**src/rtl/run_seq_gen_pkg.sv**
```systemverilog
// Shared definitions for the serial run-length generator: FSM state encoding and default gap length.
package run_seq_pkg;

    typedef enum logic [1:0] {
        S_IDLE = 2'd0,
        S_RUN  = 2'd1,
        S_GAP  = 2'd2
    } state_e;

    localparam int unsigned DEFAULT_GAP = 1;

endpackage

```
**src/rtl/run_seq_gen_cnt_down_ld.sv**
```systemverilog
// Loadable down-counter with synchronous clear, load, saturating decrement and zero flag.
module cnt_down_ld
    import run_seq_pkg::*;
#(
    parameter int unsigned WIDTH = 3
) (
    input  logic             clk,
    input  logic             rst_n,
    input  logic             clr,
    input  logic             load,
    input  logic [WIDTH-1:0] load_val,
    input  logic             dec,
    output logic             zero
);

    logic [WIDTH-1:0] cnt_d, cnt_q;

    // Decrement stops at zero so the count can never wrap.
    always_comb begin
        cnt_d = cnt_q;
        if (clr) begin
            cnt_d = '0;
        end else if (load) begin
            cnt_d = load_val;
        end else if (dec && (cnt_q != '0)) begin
            cnt_d = cnt_q - 1'b1;
        end
    end

    always_ff @(posedge clk or negedge rst_n) begin
        if (!rst_n) begin
            cnt_q <= '0;
        end else begin
            cnt_q <= cnt_d;
        end
    end

    assign zero = (cnt_q == '0);

endmodule

```
**src/rtl/run_seq_gen.sv**
```systemverilog
// Serial run-length generator: emits i_len ones then GAP zeros per accepted request.
// Define RUN_SEQ_GEN_PIPE_EN to accept the next request during the final gap bit.
module run_seq_gen
    import run_seq_pkg::*;
#(
    parameter int unsigned WIDTH = 3,
    parameter int unsigned GAP   = DEFAULT_GAP
) (
    input  logic             clk,
    input  logic             i_rst_n,
    input  logic             i_sclr,
    input  logic             i_en,
    input  logic             i_valid,
    input  logic [WIDTH-1:0] i_len,
    output logic             o_ready,
    output logic             o_dat,
    output logic             o_busy,
    output logic             o_done
);

    localparam int unsigned GW = $clog2(GAP + 1);

    if (GAP < 1) begin : g_bad_gap
        $error("run_seq_gen: GAP must be at least 1");
    end

    state_e state_d, state_q;
    logic   dat_d, dat_q;
    logic   busy_d, busy_q;
    logic   rem_ld, rem_dec, rem_zero;
    logic   gcnt_ld, gcnt_dec, gcnt_zero;
    logic   accept;

`ifdef RUN_SEQ_GEN_PIPE_EN
    assign o_ready = i_en && ((state_q == S_IDLE) || ((state_q == S_GAP) && gcnt_zero));
`else
    assign o_ready = i_en && (state_q == S_IDLE);
`endif

    assign accept = i_valid && o_ready;
    assign o_done = (state_q == S_GAP) && gcnt_zero;
    assign o_dat  = dat_q;
    assign o_busy = busy_q;

    // A zero-length request skips RUN and goes straight to the gap.
    always_comb begin
        state_d  = state_q;
        rem_ld   = 1'b0;
        rem_dec  = 1'b0;
        gcnt_ld  = 1'b0;
        gcnt_dec = 1'b0;
        if (i_sclr) begin
            state_d = S_IDLE;
        end else if (i_en) begin
            case (state_q)
                S_IDLE, S_GAP: begin
                    if ((state_q == S_GAP) && !gcnt_zero) begin
                        gcnt_dec = 1'b1;
                    end else if (accept) begin
                        if (i_len != '0) begin
                            state_d = S_RUN;
                            rem_ld  = 1'b1;
                        end else begin
                            state_d = S_GAP;
                            gcnt_ld = 1'b1;
                        end
                    end else begin
                        state_d = S_IDLE;
                    end
                end
                S_RUN: begin
                    if (rem_zero) begin
                        state_d = S_GAP;
                        gcnt_ld = 1'b1;
                    end else begin
                        rem_dec = 1'b1;
                    end
                end
                default: state_d = S_IDLE;
            endcase
        end
        dat_d  = (state_d == S_RUN);
        busy_d = (state_d != S_IDLE);
    end

    always_ff @(posedge clk or negedge i_rst_n) begin
        if (!i_rst_n) begin
            state_q <= S_IDLE;
            dat_q   <= 1'b0;
            busy_q  <= 1'b0;
        end else begin
            state_q <= state_d;
            dat_q   <= dat_d;
            busy_q  <= busy_d;
        end
    end

    cnt_down_ld #(.WIDTH(WIDTH)) u_rem (
        .clk      (clk),
        .rst_n    (i_rst_n),
        .clr      (i_sclr),
        .load     (rem_ld),
        .load_val (i_len - 1'b1),
        .dec      (rem_dec),
        .zero     (rem_zero)
    );

    cnt_down_ld #(.WIDTH(GW)) u_gcnt (
        .clk      (clk),
        .rst_n    (i_rst_n),
        .clr      (i_sclr),
        .load     (gcnt_ld),
        .load_val (GW'(GAP - 1)),
        .dec      (gcnt_dec),
        .zero     (gcnt_zero)
    );

endmodule

```
**config.mk**
```make
export PLATFORM = sky130hd
export DESIGN_NAME = run_seq_gen
export DESIGN_NICKNAME = d
export VERILOG_FILES = /design/src/rtl/run_seq_gen_pkg.sv /design/src/rtl/run_seq_gen_cnt_down_ld.sv /design/src/rtl/run_seq_gen.sv
export SDC_FILE = /design/constraint.sdc
export NUM_CORES = 1
export LEC_CHECK = 0
export ABC_CLOCK_PERIOD_IN_PS = 3300
export CORE_AREA = 5 5 42 44
export DETAILED_ROUTE_END_ITERATION = 16
export DIE_AREA = 0 0 47 49
export PLACE_DENSITY = 0.73
export SYNTH_ARGS = -nofsm -noshare
export SYNTH_HDL_FRONTEND = slang
export SYNTH_SLANG_ARGS = --single-unit
```
**constraint.sdc**
```tcl
create_clock -name clk -period 3.3 [get_ports clk]
set_input_delay 0.99 -clock clk [delete_from_list [all_inputs] [get_ports clk]]
set_output_delay 0.99 -clock clk [all_outputs]
set_load 0.005 [all_outputs]
```
## Yosys cells after proc, flatten, opt, wreduce, memory -nomap -nowiden

Cells that the tools add are included.

| cells by class | value |
|---|---|
| add/subtract/negate cells | 3 |
| equality and inequality tests | 3 |
| multiplexer cells | 34 |
| bitwise operators | 1 |
| reduce and logical (&&, ||, !) cells | 14 |

Operators with widths:

| cell | count |
|---|---|
| 1-bit two-way mux | 23 |
| 2-bit two-way mux | 6 |
| 3-bit nonzero test | 4 |
| 3-bit two-way mux | 3 |
| 1-bit logical AND | 6 |
| 3-bit by 1-bit subtractor with 3-bit output, second input constant | 2 |
| 2-bit by 1-bit == test with 1-bit output, second input constant | 2 |
| 2-bit case mux with 2 select lines | 1 |
| 3-bit zero test | 1 |
| 2-bit == test, second input constant | 1 |
| 2-bit zero test | 1 |
| 1-bit case mux with 2 select lines | 1 |
| 2-bit nonzero test | 1 |
| 2-bit OR reduction | 1 |
| 1-bit inverter | 1 |
| 1-bit subtractor, second input constant | 1 |

| word-level totals | value |
|---|---|
| bits in registers | 8 |
| input port bits | 8 |
| word-level logic and storage cells | 60 |

## Logic depth before layout (Yosys ltp)

Gate-level depths: netlist (run 1).

| depth | value |
|---|---|
| depth after elaboration | 10 |
| depth in mapped cells | 7 |
| gate-level depth less buffers | 7 |

## Modules after synthesis

From an unflattened synthesis (run 1), not the netlist that was laid out.

| unflattened totals | value |
|---|---|
| cells, all modules | 61 |
| area total of the unflattened synthesis | 568.0 µm² |

By module, submodules not included:

| module | instances | cells each | area an instance (µm²) |
|---|---|---|---|
| run_seq_gen | 1 | 36 | 315.3 |
| cnt_down_ld at u_rem | 1 | 21 | 200.2 |
| cnt_down_ld at u_gcnt | 1 | 4 | 52.6 |

## Worst setup path before layout (run 1)

Ideal clock, no wire load.

| timing | value |
|---|---|
| path kind | input port to flip-flop |
| start | input i_len[2] |
| end | register u_rem.cnt_q[2] |
| library setup time | 0.135 ns |
| data arrival time | 2.123 ns |
| data required time | 3.165 ns |
| path slack | 1.043 ns |
| stages on the path | 7 |
| path buffers | 0 |
| cell sequence | or3_4 > nand2_2 > nor2_1 > mux2i_1 > ha_1 > a311oi_1 > o32ai_1 |

| between the ends | value |
|---|---|
| cells in the longest elaborated chain, start to end | 9 |
| elaborated cells on any way between the ends | 11 |
| those cells by class | 1 x add/sub; 8 x mux; 2 x reduce/logical |

Ends and longest elaborated chain:

| element | RTL line | RTL |
|---|---|---|
| start, declared | run_seq_gen.sv:14 | `input logic [WIDTH-1:0] i_len,` |
| 3-bit nonzero test | run_seq_gen.sv:60 | `if (i_len != '0) begin` |
| 1-bit two-way mux | run_seq_gen.sv:60 |  |
| 1-bit two-way mux | run_seq_gen.sv:59 | `end else if (accept) begin` |
| 1-bit two-way mux | run_seq_gen.sv:57 | `if ((state_q == S_GAP) && !gcnt_zero) begin` |
| 1-bit two-way mux | run_seq_gen.sv:55 | `case (state_q)` |
| 1-bit two-way mux | run_seq_gen.sv:54 | `end else if (i_en) begin` |
| 1-bit two-way mux | run_seq_gen.sv:52 | `if (i_sclr) begin` |
| 3-bit two-way mux | run_seq_gen_cnt_down_ld.sv:23 | `end else if (load) begin` |
| 3-bit two-way mux | run_seq_gen_cnt_down_ld.sv:21 | `if (clr) begin` |
| end signal, assigned | run_seq_gen_cnt_down_ld.sv:34 | `cnt_q <= cnt_d;` |
| end, declared | run_seq_gen_cnt_down_ld.sv:16 | `logic [WIDTH-1:0] cnt_d, cnt_q;` |

Parallel ways exist; a longest one is shown, timed or not.
A chain may end at the register's enable or synchronous reset.

## Worst setup path after layout (run 1)

| timing | value |
|---|---|
| start | input i_en |
| end | output o_ready |

| between the ends | value |
|---|---|
| cells in the longest elaborated chain, start to end | 1 |

Ends and longest elaborated chain:

| element | RTL line | RTL |
|---|---|---|
| start, declared | run_seq_gen.sv:12 | `input logic i_en,` |
| 1-bit logical AND | run_seq_gen.sv:37 | `assign o_ready = i_en && (state_q == S_IDLE);` |
| end, declared | run_seq_gen.sv:15 | `output logic o_ready,` |

No other way between the ends.

==> reports/metrics.cfg, run 1 <==
[run_status]
status=finished clean

[floorplan]
die_area_um2=2303
row_count=14
initial_core_util_pct=36.61
die_x_um=47
core_um2=1401
ios=12
fp.dieH_um=49

[yosys]
yosys.area_share.xor_xnor_pct=0
yosys-top-cells-area=dfrtp_1 (39%), nand2b_4 (5.4%), nor2_1 (5.1%)
synth_top_family_by_area=simple AND/OR/NAND/NOR gates
synth_cells=52
yosys.area_share.simple_pct=32.68
synthMuxAreaShare_pct=3.902
synth.top_cell.area_share_pct=39.02
synth_seq_cells=8
synth_warnings=0
syn_nets=61
synth_adder_area_share_pct=2.439
yosysTopAreaCell=dfrtp_1
ys_types=29
synth_compound_area_share_pct=19.02
synth_area_per_cell_um2=9.865
synth_area_um2=513.0
yosysSeqAreaShare_pct=39.02

[layout]
drive_gt1_share_pct=16.42
layoutNonFillerInstCount=83
layout.nets=78
diodes=0
final_util_pct=48.30
area_growth_pct=31.95
fillers=135
stdcell_area_um2=676.9

[power_and_ir_drop]
combPwrFrac_pct=26.2
ir_worst_vdd_uv=218.3
seq_power_share_pct=45.2
power_density_nw_per_um2=387.2
p_leak_nw=0.2714
total_power_mw=0.2621
netSwitchingPower_mw=0.07533
p_clk_share_pct=28.7
swShare_pct=28.74
p_int_mw=0.1868

[grt]
overflow=0
grt_pass1_wl_mm=1.883
grt_pass1_vias=433
grt_usage_pct=11.54
antenna_found_initial=0
grt_start_max_net_pins=9

[sta]
fin_skew_ns=0.004426
drv_slew=0
hold_viol=0
rsz0062_at_grt=false
period_needed_ns=3.166
tightestPinTransition_ns=0.3793
setup_tns_ns=0
holdWs_ns=0.5728
post-route-period-util_pct=95.95
setup_viol=0
fin_ws_ns=0.1335
max_freq_mhz=315.8
relSlewSlack_pct=74.63

[hold_path]
hold_depth=1
hp-class=register to register

[setup_path]
worst_path_max_delay_cell=clkdlybuf4s50_1
worstSetupPathType=primary input to output pin
worstPathRequired_ns=2.31
crit_arrival_ns=2.18
start_kind=primary input
rrSetupSlack_ns=1.33
r2r_cells=7
worst_setup_path_end_kind=output pin
path_max_fanout=2
cpMostUsedCell=clkdlybuf4s50_1
cpPeakStageDelay_ns=0.52
cp_cell_sequence=clkdlybuf4s50_1 > inv_1 > nor3_1 > clkdlybuf4s50_1

[clock_tree]
post_cts_buffers=0
clock_latency_ns=0.26
ctsLongestPathBuffers=2
clk_pin_slew_worst_paths_ns=0.05
cts.htree.levels=1
cts_tree=yes
cts_sinks=8
cts_root_buffer=clkbuf_4
cts_resized=0
cts_made_buffers=3
postCtsHoldBufs=0

[route]
drtIter0Drc=13
wl_per_cell_um=13.49
vias_per_cell=5.506
antenna_left=0
drc_errors=0
dr_total_vias=457
wirelength_mm=1.120
firstDrtPassIters=4

[place]
numPortBuffers=11
dp.final_hpwl_um=864.6
pre_cts_ws_ns=0.1245
dp_cells=80
routabilityCongestion=0.8344
dpl_cell_area_um2=654.4

[job]
maxCapViolCount=0

worst max-delay path, delay by kind of cell:
family | cells | cell delay (ns)
AND/OR/NAND/NOR | 1 | 0.12
buffers and inverters | 3 | 1.06
power by group through the flow:
| stage | sequential (mW) | clock, mW | combinational (mW) |
|---|---|---|---|
| after CTS | 0.118 | 0.0796 | 0.0688 |
| after detailed placement | 0.120 | 0 | 0.0686 |
| after floorplan | 0.117 | 0 | 0.0398 |
| final | 0.118 | 0.0752 | 0.0686 |
| after global placement | 0.119 | 0 | 0.0678 |
| after global routing | 0.120 | 0.0851 | 0.0771 |
path summary, 6_finish.rpt:
check / start / end
max in group asynchronous: i_rst_n / o_dat$_DFF_PN0_
worst min register to register: u_gcnt.cnt_q$_DFFE_PN0P_ / u_gcnt.cnt_q$_DFFE_PN0P_
min in group asynchronous: i_rst_n / state_q[0]$_DFF_PN0_
worst min-delay path: u_gcnt.cnt_q$_DFFE_PN0P_ / u_gcnt.cnt_q$_DFFE_PN0P_
worst max register to register: state_q[0]$_DFF_PN0_ / u_rem.cnt_q[2]$_DFFE_PN0P_
worst max-delay path: i_en / o_ready
Yosys cell counts:
| cell type | number |
|---|---|
| dfrtp_1 | 8 |
| nor2_1 | 7 |
| inv_1 | 3 |
| nor3_1 | 3 |
| a21oi_1 | 2 |
| a31oi_1 | 2 |
| mux2i_1 | 2 |
| nand2b_1 | 2 |
| nand2b_4 | 2 |
| nor3b_1 | 2 |
| a211oi_1 | 1 |
| a311oi_1 | 1 |
| a311oi_2 | 1 |
| and2_1 | 1 |
| and4bb_4 | 1 |
| clkbuf_1 | 1 |
| ha_1 | 1 |
| nand2_1 | 1 |
| nand2_2 | 1 |
| nand3b_1 | 1 |
| nor4_1 | 1 |
| o21ai_0 | 1 |
| o2bb2ai_1 | 1 |
| o311a_1 | 1 |
| o32ai_1 | 1 |
| o41a_1 | 1 |
| or3_1 | 1 |
| or3_4 | 1 |
| or4_1 | 1 |
state kept, by name, summed over array words and instances (netlist names):
signal        flops
u_gcnt.cnt_q      1
u_rem.cnt_q       3
o_busy            1
state_q           2
o_dat             1
metal layers:
layer,up-vias,routed length (um),GRT usage [%]
met3,5,60,3.321
met1,208,508,14.96
met2,17,516,15.61
met5,-,0,0
li1,227,-,-
met4,0,34,8.295
kinds of logic (layout without fill, tap and decap cells):
kind of cell | count (synthesis) | in the layout
flops | 8 | 8
mux | 2 | 2
compound gates | 12 | 12
simple gates | 25 | 25
buf+inv | 4 | 19
fa+ha+maj | 1 | 1
layout make-up:
cell class,count,area [um2],area share [%]
clock buffer,3,22.52,3.327
inverter,3,11.26,1.664
multi-input combinational,40,297.8,43.99
sequential,8,200.2,29.57
tap,16,20.02,2.957
timing repair buffer,13,125.1,18.48
layout by cell type, fill, tap and decap left out:
| master | n |
|---|---|
| and2_1 | 1 |
| nand2b_1 | 2 |
| o311a_1 | 1 |
| buf_4 | 2 |
| nand2_1 | 1 |
| ha_1 | 1 |
| nor2_1 | 7 |
| o21ai_0 | 1 |
| a211oi_1 | 1 |
| nor3b_1 | 2 |
| and4bb_4 | 1 |
| or3_1 | 1 |
| a21oi_1 | 2 |
| or3_4 | 1 |
| inv_1 | 3 |
| o41a_1 | 1 |
| clkdlybuf4s50_1 | 11 |
| a31oi_1 | 2 |
| nor3_1 | 3 |
| o32ai_1 | 1 |
| clkbuf_4 | 3 |
| mux2i_1 | 2 |
| or4_1 | 1 |
| nor4_1 | 1 |
| o2bb2ai_1 | 1 |
| dfrtp_1 | 8 |
| nand2b_4 | 2 |
| nand2_2 | 1 |
| nand3b_1 | 1 |
| a311oi_2 | 1 |
| a311oi_1 | 1 |
Power figures use the tool's default switching activity.
==> run 2: changes to the inputs <==
--- a/config.mk
+++ b/config.mk
@@ -6,10 +6,12 @@
 export NUM_CORES = 1
 export LEC_CHECK = 0
 export ABC_CLOCK_PERIOD_IN_PS = 3300
-export CORE_AREA = 5 5 42 44
+export CORE_MARGIN = 5
+export CORE_UTILIZATION = 35
 export DETAILED_ROUTE_END_ITERATION = 16
-export DIE_AREA = 0 0 47 49
-export PLACE_DENSITY = 0.73
+export GPL_ROUTABILITY_DRIVEN = 0
+export PLACE_DENSITY = 0.68
+export RECOVER_POWER = 50
 export SYNTH_ARGS = -nofsm -noshare
 export SYNTH_HDL_FRONTEND = slang
 export SYNTH_SLANG_ARGS = --single-unit
==> run 2 against run 1 <==
  * Clock skew up 0.011 ns
  * Power up 0.90%
  * Combinational power down 1%
  * Clock power up 4.7%
  * Critical path type unchanged
  * Largest cell class unchanged
  * Largest power group unchanged
==> reports/metrics.cfg, run 2 (synthesis gave the netlist of run 1 again) <==
[run_status]
status=finished clean

[route]
wl_per_cell_um=14.07
vias_per_cell=5.659
wl_met3_um=93
m1WireLength_um=516
antenna_left=0
drtIter0Drc=4
dr_total_vias=464
dr.max_layer_used=met4
drc_errors=0
wirelength_mm=1.154
dr_wl_met2_um=528
firstDrtPassIters=4

[power_and_ir_drop]
total_power_mw=0.2645
seq_power_share_pct=44.7
combPwrFrac_pct=25.6
netSwitchingPower_mw=0.07853
swShare_pct=29.70
power_density_nw_per_um2=394.3
p_int_mw=0.1859
ir_worst_vdd_uv=220.6
p_leak_nw=0.2728
p_clk_share_pct=29.7

[clock_tree]
cts_made_buffers=3
cts_resized=0
clk_pin_slew_worst_paths_ns=0.06
post_cts_buffers=0
postCtsHoldBufs=0
cts_sinks=8
cts_root_buffer=clkbuf_4
cts.htree.levels=1
clock_latency_ns=0.27
cts_tree=yes
ctsLongestPathBuffers=2

[floorplan]
die_x_um=48.29
initial_core_util_pct=38.00
row_count=13
fp.dieH_um=48.29
core_um2=1350
die_area_um2=2331
ios=12

[grt]
overflow=0
grt_pass1_wl_mm=1.856
grt_usage_pct=12.54
antenna_found_initial=0
grt_pass1_vias=414
grt_start_max_net_pins=9

[setup_path]
worst_setup_path_end_kind=output pin
worstPathRequired_ns=2.31
start_kind=primary input
cpMostUsedCell=clkdlybuf4s50_1
cp_cell_sequence=clkdlybuf4s50_1 > inv_1 > nor3_1 > clkdlybuf4s50_1
crit_arrival_ns=2.17
worstSetupPathType=primary input to output pin
worst_path_max_delay_cell=clkdlybuf4s50_1
cpPeakStageDelay_ns=0.53
path_max_fanout=2

[layout]
final_cell_mix=clkdlybuf4s50_1 (9), dfrtp_1 (8), nor2_1 (7)
largestRegisters=u_rem.cnt_q: 3 flops, state_q: 2 flops
diodes=0
final_util_pct=49.68
drive_gt1_share_pct=14.93
layoutNonFillerInstCount=82
final_common_cell=clkdlybuf4s50_1
stdcell_area_um2=670.6
largest_register_ffs=3
area_growth_pct=30.73
layout.nets=78
largest_register=u_rem.cnt_q

[sta]
setup_viol=0
relSlewSlack_pct=75.33
fin_ws_ns=0.1366
rsz0062_at_grt=false
drv_slew=0
post-route-period-util_pct=95.86
max_freq_mhz=316.1
setup_tns_ns=0
tightestPinTransition_ns=0.3688
fin_skew_ns=0.01576
period_needed_ns=3.163
holdWs_ns=0.5875
hold_viol=0

[hold_path]
hp-class=register to register

[place]
pre_cts_ws_ns=0.1299
dp.final_hpwl_um=888.8
dp_cells=79
numPortBuffers=11
dpl_cell_area_um2=653.1

[job]
maxCapViolCount=0

[run 2: final cells by class]
class	count	area [um2]
inverter	3	11.26
multi-input combinational	40	292.8
tap	15	18.77
sequential	8	200.2
clock buffer	3	22.52
timing repair buffer	13	125.1
fill	139	679.4
[run 2: layer usage]
metal,global-route usage [%],vias up
li1,-,227
met1,15.35,219
met2,16.67,16
met3,7.749,2
met4,6.989,0
met5,0,-
[run 2: final timing paths]
| kind | slack [ns] | cells past startpoint | end | start |
|---|---|---|---|---|
| worst min register to register | 0.59 | 1 | u_gcnt.cnt_q$_DFFE_PN0P_ | u_gcnt.cnt_q$_DFFE_PN0P_ |
| worst max-delay path | 0.14 | 4 | o_ready | i_en |
| min in group asynchronous | 1.07 | 1 | u_rem.cnt_q[0]$_DFFE_PN0P_ | i_rst_n |
| worst min-delay path | 0.59 | 1 | u_gcnt.cnt_q$_DFFE_PN0P_ | u_gcnt.cnt_q$_DFFE_PN0P_ |
| max in group asynchronous | 1.95 | 1 | o_dat$_DFF_PN0_ | i_rst_n |
| worst max register to register | 1.34 | 6 | u_rem.cnt_q[1]$_DFFE_PN0P_ | state_q[0]$_DFF_PN0_ |
[run 2: power groups by stage]
stage	clock [mW]	combinational (mW)	sequential, mW
2_1_floorplan	0	0.0398	0.117
3_3_place_gp	0	0.0682	0.119
3_5_place_dp	0	0.0692	0.120
4_1_cts	0.0798	0.0693	0.118
5_1_grt	0.0880	0.0760	0.119
6_report	0.0787	0.0676	0.118
[run 2: critical path, delay by kind of cell]
family	cells	cell delay, ns
buffers and inverters	3	1.05
AND/OR/NAND/NOR	1	0.13
==> run 3: changes to the inputs <==
--- a/config.mk
+++ b/config.mk
@@ -10,7 +10,7 @@
 export CORE_UTILIZATION = 35
 export DETAILED_ROUTE_END_ITERATION = 16
 export GPL_ROUTABILITY_DRIVEN = 0
-export PLACE_DENSITY = 0.68
+export PLACE_DENSITY_LB_ADDON = 0.12
 export RECOVER_POWER = 50
 export SYNTH_ARGS = -nofsm -noshare
 export SYNTH_HDL_FRONTEND = slang
==> run 3 against run 2 <==
  * Global-route usage rose by 0.17 points
  * Clock power fell by 14%
  * Non-clock buffer count did not move
  * Largest cell class unchanged
==> reports/metrics.cfg, run 3 (synthesis gave the netlist of run 1 again) <==
[setup_path]
start_kind=primary input
r2r_cells=7
reg2reg_to=u_rem.cnt_q[2]$_DFFE_PN0P_
path_delay_family=buffers and inverters
cp_cell_sequence=clkdlybuf4s50_1 > inv_1 > nor3_1 > clkdlybuf4s50_1
worstPathRequired_ns=2.31
crit_buf_inv=3
r2r-start=state_q[0]$_DFF_PN0_
cpMostUsedCell=clkdlybuf4s50_1
path_max_fanout=2
cpPeakStageDelay_ns=0.52
worst_setup_path_end_kind=output pin
crit_arrival_ns=2.17
worst_path_max_delay_cell=clkdlybuf4s50_1
worstSetupPathType=primary input to output pin
rrSetupSlack_ns=1.32

[grt]
grt_usage_pct=12.71
grt_pass1_vias=475
antenna_found_initial=0
grt_start_max_net_pins=9
overflow=0
grt_pass1_wl_mm=2.056

[clock_tree]
cts_made_buffers=3
post_cts_buffers=0
ctsLongestPathBuffers=2
cts.htree.levels=1
cts_sinks=8
cts_tree=yes
clk_pin_slew_worst_paths_ns=0.05
postCtsHoldBufs=0
cts_root_buffer=clkbuf_4
cts_resized=0
clock_latency_ns=0.24

[power_and_ir_drop]
seq_power_share_pct=46.4
netSwitchingPower_mw=0.06881
swShare_pct=27.06
power_density_nw_per_um2=376.3
p_clk_share_pct=26.8
combPwrFrac_pct=26.8
ir_worst_vdd_uv=273.1
p_leak_nw=0.2757
p_int_mw=0.1854
total_power_mw=0.2543

[layout]
final_cell_mix=clkdlybuf4s50_1 (8), dfrtp_1 (8), nor2_1 (7)
diodes=0
stdcell_area_um2=675.6
multi_input_area_um2=297.8
final_util_pct=50.05
largest_register=u_rem.cnt_q
regArea_um2=200.2
area_growth_pct=31.71
drive_gt1_share_pct=16.42
layout.nets=78
largestRegisters=u_rem.cnt_q: 3 flops, state_q: 2 flops
layoutNonFillerInstCount=82
fillers=137
largest_register_ffs=3

[floorplan]
core_um2=1350
die_x_um=48.29
fp.dieH_um=48.29
die_area_um2=2331
initial_core_util_pct=38.00
row_count=13
ios=12

[sta]
period_needed_ns=3.159
hold_viol=0
tightestPinTransition_ns=0.3479
setup_viol=0
drv_slew=0
fin_skew_ns=0.0003927
rsz0062_at_grt=false
max_freq_mhz=316.6
relSlewSlack_pct=76.56
post-route-period-util_pct=95.73
setup_tns_ns=0

[place]
dp.final_hpwl_um=888.1
dp_cells=79
dpl_cell_area_um2=653.1
numPortBuffers=11

[hold_path]
hp-start=u_gcnt.cnt_q$_DFFE_PN0P_
worst_hold_path.endpoint=u_gcnt.cnt_q$_DFFE_PN0P_
hold_depth=1
hp-class=register to register

[run_status]
status=finished clean

[route]
wl_per_cell_um=13.38
drtIter0Drc=2
firstDrtPassIters=2
drc_errors=0
dr_total_vias=460
antenna_left=0
vias_per_cell=5.610
wirelength_mm=1.097

[job]
maxCapViolCount=0

==> run 3: changes by cell type in the layout (fill, tap and decap cells not counted) <==
cell / delta
clkdlybuf4s50_1: -1
dlygate4sd3_1: +1
or3_1: -1
or3_4: +1
==> run 3: metrics by stage <==
step / worst slack [ns] / hold WS, ns
6_report: 0.1411 / 0.5601
3_3_place_gp: 0.1194 / 0.5551
4_1_cts: 0.1233 / 0.5642
2_1_floorplan: 1.043 / 0.5369
3_5_place_dp: 0.1302 / 0.5574
5_1_grt: 0.07034 / 0.5945
==> run 3: worst max-delay path by stage <==
stage                                 endpoint  depth (start not counted)  slack [ns]      from
floorplan           u_rem.cnt_q[2]$_DFFE_PN0P_                          7        1.04  i_len[2]
global placement                       o_ready                          4        0.12      i_en
detailed placement                     o_ready                          4        0.13      i_en
CTS                                    o_ready                          4        0.12      i_en
global route                           o_ready                          4        0.07      i_en
finish                                 o_ready                          4        0.14      i_en
==> run 3: power by group through the flow <==
| stage | combinational (mW) | sequential (mW) | clock [mW] |
|---|---|---|---|
| CTS | 0.0701 | 0.118 | 0.0730 |
| detailed placement | 0.0697 | 0.119 | 0 |
| global placement | 0.0696 | 0.120 | 0 |
| floorplan | 0.0398 | 0.117 | 0 |
| global route | 0.0775 | 0.120 | 0.0773 |
| finish | 0.0682 | 0.118 | 0.0680 |
==> run 3: cell type report <==
type / instances / area share (%)
repair buffers: 13 / 18.52
inverters: 3 / 1.667
well taps: 15 / 2.778
clock buffers: 3 / 3.333
flip-flops and latches: 8 / 29.63
multi-input cells: 40 / 44.07
==> run 3: per-layer routing <==
layer	track usage (%)	part of all wire (%)	up-vias
li1	-	-	228
met1	17.23	45	220
met2	18.49	46	8
met3	2.214	6.1	4
met4	8.065	2.5	0
met5	0	0	-
==> run 3: worst register-to-register path: cells and delay by family, from the launching register on <==
family	cells	cell delay [ns]
compound gates	2	0.35
fa+ha+maj	1	0.23
flops	1	0.44
mux	1	0.11
simple gates	3	0.72
